### config.mk
export PLATFORM = sky130hd
export DESIGN_NAME = countdown_timer
export DESIGN_NICKNAME = d
export VERILOG_FILES = /design/src/rtl/countdown_pkg.sv /design/src/rtl/countdown_timer_tick_gen.sv /design/src/rtl/countdown_timer.sv
export SDC_FILE = /design/constraint.sdc
export NUM_CORES = 1
export LEC_CHECK = 0
export CAP_MARGIN = 10
export CORE_MARGIN = 2
export CORE_UTILIZATION = 40
export DETAILED_ROUTE_END_ITERATION = 10
export DONT_BUFFER_PORTS = 1
export GPL_ROUTABILITY_DRIVEN = 0
export PLACE_DENSITY = 0.57
export SETUP_SLACK_MARGIN = 0.15
export SYNTH_ARGS = -nofsm -noshare
export SYNTH_HDL_FRONTEND = slang
export SYNTH_HIERARCHICAL = 1
export SYNTH_SLANG_ARGS = --single-unit
### constraint.sdc
create_clock -name clk -period 6.4 [get_ports clk]
set_input_delay 0.64 -clock clk [delete_from_list [all_inputs] [get_ports clk]]
set_output_delay 0.64 -clock clk [all_outputs]
set_load 0.02 [all_outputs]
### src/rtl/countdown_pkg.sv
// Shared definitions for the countdown timer: FSM state encoding and default widths.
// Optional feature macro used by the top level: COUNTDOWN_AUTO_RELOAD_EN.
package countdown_pkg;

  localparam int DEF_WIDTH          = 8;
  localparam int DEF_PRESCALE_WIDTH = 16;

  typedef enum logic [1:0] {
    IDLE    = 2'd0,
    RUN     = 2'd1,
    PAUSE   = 2'd2,
    EXPIRED = 2'd3
  } state_t;

endpackage

### src/rtl/countdown_timer_tick_gen.sv
// Prescaler for the countdown timer: emits one tick every div+1 enabled cycles.
// The compare is >= so lowering div below the running prescaler fires a tick
// right away instead of letting the counter wrap around.
module tick_gen
  import countdown_pkg::*;
#(
  parameter int PRESCALE_WIDTH = DEF_PRESCALE_WIDTH
) (
  input  logic                      clk,
  input  logic                      rst,
  input  logic                      clr,
  input  logic                      en,
  input  logic [PRESCALE_WIDTH-1:0] div,
  output logic                      tick
);

  logic [PRESCALE_WIDTH-1:0] preQ_q;
  logic [PRESCALE_WIDTH-1:0] preQ_d;
  logic                      reached;

  assign reached = (preQ_q >= div);
  assign tick    = en && reached;

  // Next prescaler value: clear wins, otherwise count while enabled and restart on a tick
  always_comb begin
    preQ_d = preQ_q;
    if (clr) begin
      preQ_d = '0;
    end else if (en) begin
      if (reached) begin
        preQ_d = '0;
      end else begin
        preQ_d = preQ_q + PRESCALE_WIDTH'(1);
      end
    end
  end

  // Prescaler register with synchronous reset
  always_ff @(posedge clk) begin
    if (rst) begin
      preQ_q <= '0;
    end else begin
      preQ_q <= preQ_d;
    end
  end

endmodule

### src/rtl/countdown_timer.sv
// Loadable countdown timer with programmable tick prescaler and expiry flag.
// Optional feature macro: COUNTDOWN_AUTO_RELOAD_EN adds an auto_reload input
// that restarts the count from the last loaded value instead of expiring.
module countdown_timer
  import countdown_pkg::*;
#(
  parameter int WIDTH          = DEF_WIDTH,
  parameter int PRESCALE_WIDTH = DEF_PRESCALE_WIDTH
) (
  input  logic                      clk,
  input  logic                      rst,
  input  logic                      ld,
  input  logic [WIDTH-1:0]          v,
  input  logic                      en,
  input  logic [PRESCALE_WIDTH-1:0] div,
`ifdef COUNTDOWN_AUTO_RELOAD_EN
  input  logic                      auto_reload,
`endif
  output logic [WIDTH-1:0]          count,
  output logic                      busy,
  output logic                      expired,
  output logic                      done
);

  state_t            state_q;
  logic [WIDTH-1:0]  count_q;
  logic              busy_q;
  logic              expired_q;
  logic              done_q;
  logic              tick;
  logic              tickEn;
`ifdef COUNTDOWN_AUTO_RELOAD_EN
  logic [WIDTH-1:0]  reload_q;
`endif

  // The prescaler only advances while actually running; a load restarts it
  assign tickEn = (state_q == RUN) && en;

  tick_gen #(
    .PRESCALE_WIDTH(PRESCALE_WIDTH)
  ) uTickGen (
    .clk  (clk),
    .rst  (rst),
    .clr  (ld),
    .en   (tickEn),
    .div  (div),
    .tick (tick)
  );

  // FSM, count register and registered status outputs; a load overrides any tick
  always_ff @(posedge clk) begin
    if (rst) begin
      state_q   <= IDLE;
      count_q   <= '0;
      busy_q    <= 1'b0;
      expired_q <= 1'b0;
      done_q    <= 1'b0;
`ifdef COUNTDOWN_AUTO_RELOAD_EN
      reload_q  <= '0;
`endif
    end else begin
      done_q <= 1'b0;
      if (ld) begin
`ifdef COUNTDOWN_AUTO_RELOAD_EN
        reload_q <= v;
`endif
        expired_q <= 1'b0;
        if (v != '0) begin
          count_q <= v;
          busy_q  <= 1'b1;
          state_q <= en ? RUN : PAUSE;
        end else begin
          count_q <= '0;
          busy_q  <= 1'b0;
          state_q <= IDLE;
        end
      end else begin
        case (state_q)
          RUN: begin
            if (!en) begin
              state_q <= PAUSE;
            end else if (tick) begin
              if (count_q > WIDTH'(1)) begin
                count_q <= count_q - WIDTH'(1);
              end else if (count_q == WIDTH'(1)) begin
                done_q <= 1'b1;
`ifdef COUNTDOWN_AUTO_RELOAD_EN
                if (auto_reload) begin
                  count_q <= reload_q;
                end else begin
                  count_q   <= '0;
                  busy_q    <= 1'b0;
                  expired_q <= 1'b1;
                  state_q   <= EXPIRED;
                end
`else
                count_q   <= '0;
                busy_q    <= 1'b0;
                expired_q <= 1'b1;
                state_q   <= EXPIRED;
`endif
              end
            end
          end
          PAUSE: begin
            if (en) begin
              state_q <= RUN;
            end
          end
          IDLE, EXPIRED: begin
          end
          default: begin
            state_q <= IDLE;
          end
        endcase
      end
    end
  end

  assign count   = count_q;
  assign busy    = busy_q;
  assign expired = expired_q;
  assign done    = done_q;

endmodule
==> out/metrics.yaml <==
result_of_the_run: "finished clean"
tightest_pin_transition_ps: 871
drv_cap: 0
min-delay-start: "rst"
synth_cell_types: 56
ir_worst_vdd_mv: 0.0834
timing.clock.skew_ps: 7.65
grt_setup_unrepaired: "no"
chip_width_um: 74.4
yosysWarningCount: 6
ctsHtreeMaxLevel: 2
synth_top_cells_by_area: "sky130_fd_sc_hd__dfxtp_1 29%, sky130_fd_sc_hd__ha_1 12%, sky130_fd_sc_hd__inv_1 5.1%, sky130_fd_sc_hd__nor2_1 4.9%, sky130_fd_sc_hd__xor2_1 4.0%"
timing.fmax_ghz: 0.364
clk_pin_slew_worst_paths_ps: 60
power_density_mw_per_mm2: 181
share_comb_of_total_power: 0.105
synth_largest_area_cell: "sky130_fd_sc_hd__dfxtp_1"
detailedRoute.firstPassIterationCount: 4
most-common-layout-cells: "29 x sky130_fd_sc_hd__dfxtp_1, 27 x sky130_fd_sc_hd__inv_1, 26 x sky130_fd_sc_hd__nor2_1"
port-buffer-count: 0
report.final.setup_viol: 0
cts-root-buf: "sky130_fd_sc_hd__clkbuf_8"
min_period_over_period: 0.429
die_height_um: 74.4
synth.mux.area_fraction: 0.0101
pwr-share-clk: 0.374
utilization: 0.441
final_common_cell: "sky130_fd_sc_hd__dfxtp_1"
endpoint_kind: "register"
post_synth_inst_count: 236
sw_frac_of_total: 0.264
timing.critical_path.from: "div[15]"
fp-row-count: 25
syn2layout_area_growth_pct: 5.81
post_dr_vias_cell: 5.32
critical_path.reg2reg.startpoint: "uTickGen/preQ_q[15]$_SDFFE_PP0P_"
min-delay-path-class: "in -> reg"
synth_compound_gate_area_share: 0.139
power.static_leakage_nw: 0.819
clk_latency_ps: 280
gr-usage-all-layers: 0.164
synth_simple_gate_area_share: 0.301
cp_data_arrival_time_ps: 2950
share_of_layout_cells_above_drive_strength_1: 0.0966
maximum_number_of_pins_on_one_net_before_global_route_repair: 16
switching_power_mw: 0.101
crit_fanout: 8
whs_ps: 416
drt_drc_violations_left: 0
seq_power_share: 0.521
yosys.area_share.xor_xnor: 0.0619
io_pins: 39
cts_post_setup_buffers_inserted: 0
syn-cell-area_mm2: 0.00198
detailed_place_hpwl_mm: 3.15
internal_power_mw: 0.280
number_of_antenna_cells_inserted: 0
post-synth-top-area-fraction: 0.293
fin_hold_viols: 0
fp.dieArea_mm2: 0.00553
tritoncts: "built"
cts_max_path_buffers: 2
mappedNetlistNets: 283
route.antenna.remaining_nets: 0
final_total_power_mw: 0.380
wl_per_cell_um: 13.6
initial_core_util: 0.417
synth_adder_area_share: 0.120
globalRoute.totalOverflow: 0
drtIter0Drc: 76
routed_wirelength_mm: 4.15
vias: 1622
first_global_vias: 1550
period_needed_ps: 2750
post_cts.resized_instances: 0
cts_bufs_inserted: 5
seq_area_frac_synth: 0.293
synth-edff-count: 0
antenna_found_initial: 0
cts_hold_repair.buffers: 0
area_of_the_core_region_mm2: 0.00475
cts.sinks: 29
slew_violations: 0
finish.net_count: 284
timing.slew.headroom: 0.418
synth-async-reset-ratio: 0
worst-endpoint-required_ps: 6600
yosys_most_used_dff: "sky130_fd_sc_hd__dfxtp_1"
post_synth.cell_area_avg_um2: 8.40
wire_length_of_the_first_global_routing_pass_mm: 6.89
critical_path_class: "in -> reg"
final.setup.tns_ps: 0
largest_family_of_logic_cells_by_synthesized_area: "simple AND/OR/NAND/NOR gates"
cp-start-kind: "input port"
ffs_latches_synth: 29
## final timing paths
| check | end | depth (start not counted) | slack, ps |
|---|---|---|---|
| max reg2reg | count[3]$_SDFFE_PP0P_ | 9 | 3710 |
| min | count[6]$_SDFFE_PP0P_ | 1 | 420 |
| min reg2reg | uTickGen/preQ_q[15]$_SDFFE_PP0P_ | 2 | 540 |
| max | count[3]$_SDFFE_PP0P_ | 10 | 3650 |
## layer usage
layer	track usage	part of all wire	routed length, um
met5	0	0	0
met4	0.0615	0.013	54
met3	0.0542	0.039	164
met2	0.257	0.47	1940
met1	0.210	0.48	2000
## flip-flops by register name (all words and copies together) (netlist names)
name and count:
done 1, count 8, uTickGen/preQ_q 16, expired 1, state_q 2, busy 1
## cells by family after synthesis
logic type / count (synthesis)
adder cells (fa/ha/maj): 19
buffers and inverters: 33
XOR/XNOR: 14
AO/OA/AOI/OAI: 37
AND/OR/NAND/NOR: 102
multiplexers: 2
flip-flops: 29
## worst max-delay path: stages
cell	delay, ps
sky130_fd_sc_hd__inv_1	30
sky130_fd_sc_hd__ha_1	300
sky130_fd_sc_hd__nand4_1	140
sky130_fd_sc_hd__nor3_1	330
sky130_fd_sc_hd__nand3b_1	220
sky130_fd_sc_hd__a31oi_1	330
sky130_fd_sc_hd__nand4b_4	210
sky130_fd_sc_hd__a311oi_2	440
sky130_fd_sc_hd__o21ai_0	160
sky130_fd_sc_hd__a31oi_1	140
## power by group through the flow
stage	sequential [mW]	clock, mW	combinational (mW)
final	0.198	0.142	0.0401
after global routing	0.199	0.155	0.0457
after CTS	0.198	0.148	0.0403
after detailed placement	0.202	0	0.0399
after global placement	0.202	0	0.0404
after floorplan	0.199	0	0.0382
## cells in the mapped netlist, types with 3 or more instances
cell and instances:
sky130_fd_sc_hd__o21ai_0 4, sky130_fd_sc_hd__nor2_1 26, sky130_fd_sc_hd__a31oi_1 5, sky130_fd_sc_hd__nor3_1 10
sky130_fd_sc_hd__a21oi_1 8, sky130_fd_sc_hd__inv_1 27, sky130_fd_sc_hd__o21ai_1 3, sky130_fd_sc_hd__nor4_1 5
sky130_fd_sc_hd__nand2_1 18, sky130_fd_sc_hd__ha_1 19, sky130_fd_sc_hd__xnor2_1 5, sky130_fd_sc_hd__xor2_1 9
sky130_fd_sc_hd__dfxtp_1 29, sky130_fd_sc_hd__nand4_1 8, sky130_fd_sc_hd__nand3_1 11
## per-stage QoR
stage | cell area, um2 | cells | worst slack (ps)
after floorplan | 1980 | 236 | 3750
after global placement | 2020 | 297 | 3500
after detailed placement | 2020 | 297 | 3410
after CTS | 2100 | 305 | 3670
after global routing | 2100 | 305 | 3450
final | 2100 | 305 | 3650
## area by class of cell
type | instances | area [um2]
clock buffers | 8 | 80.1
fillers | 493 | 2660
inverters | 27 | 101
multi-input cells | 174 | 1250
flip-flops and latches | 29 | 581
well taps | 67 | 83.8
No activity file was read; power rests on OpenSTA's default activity.
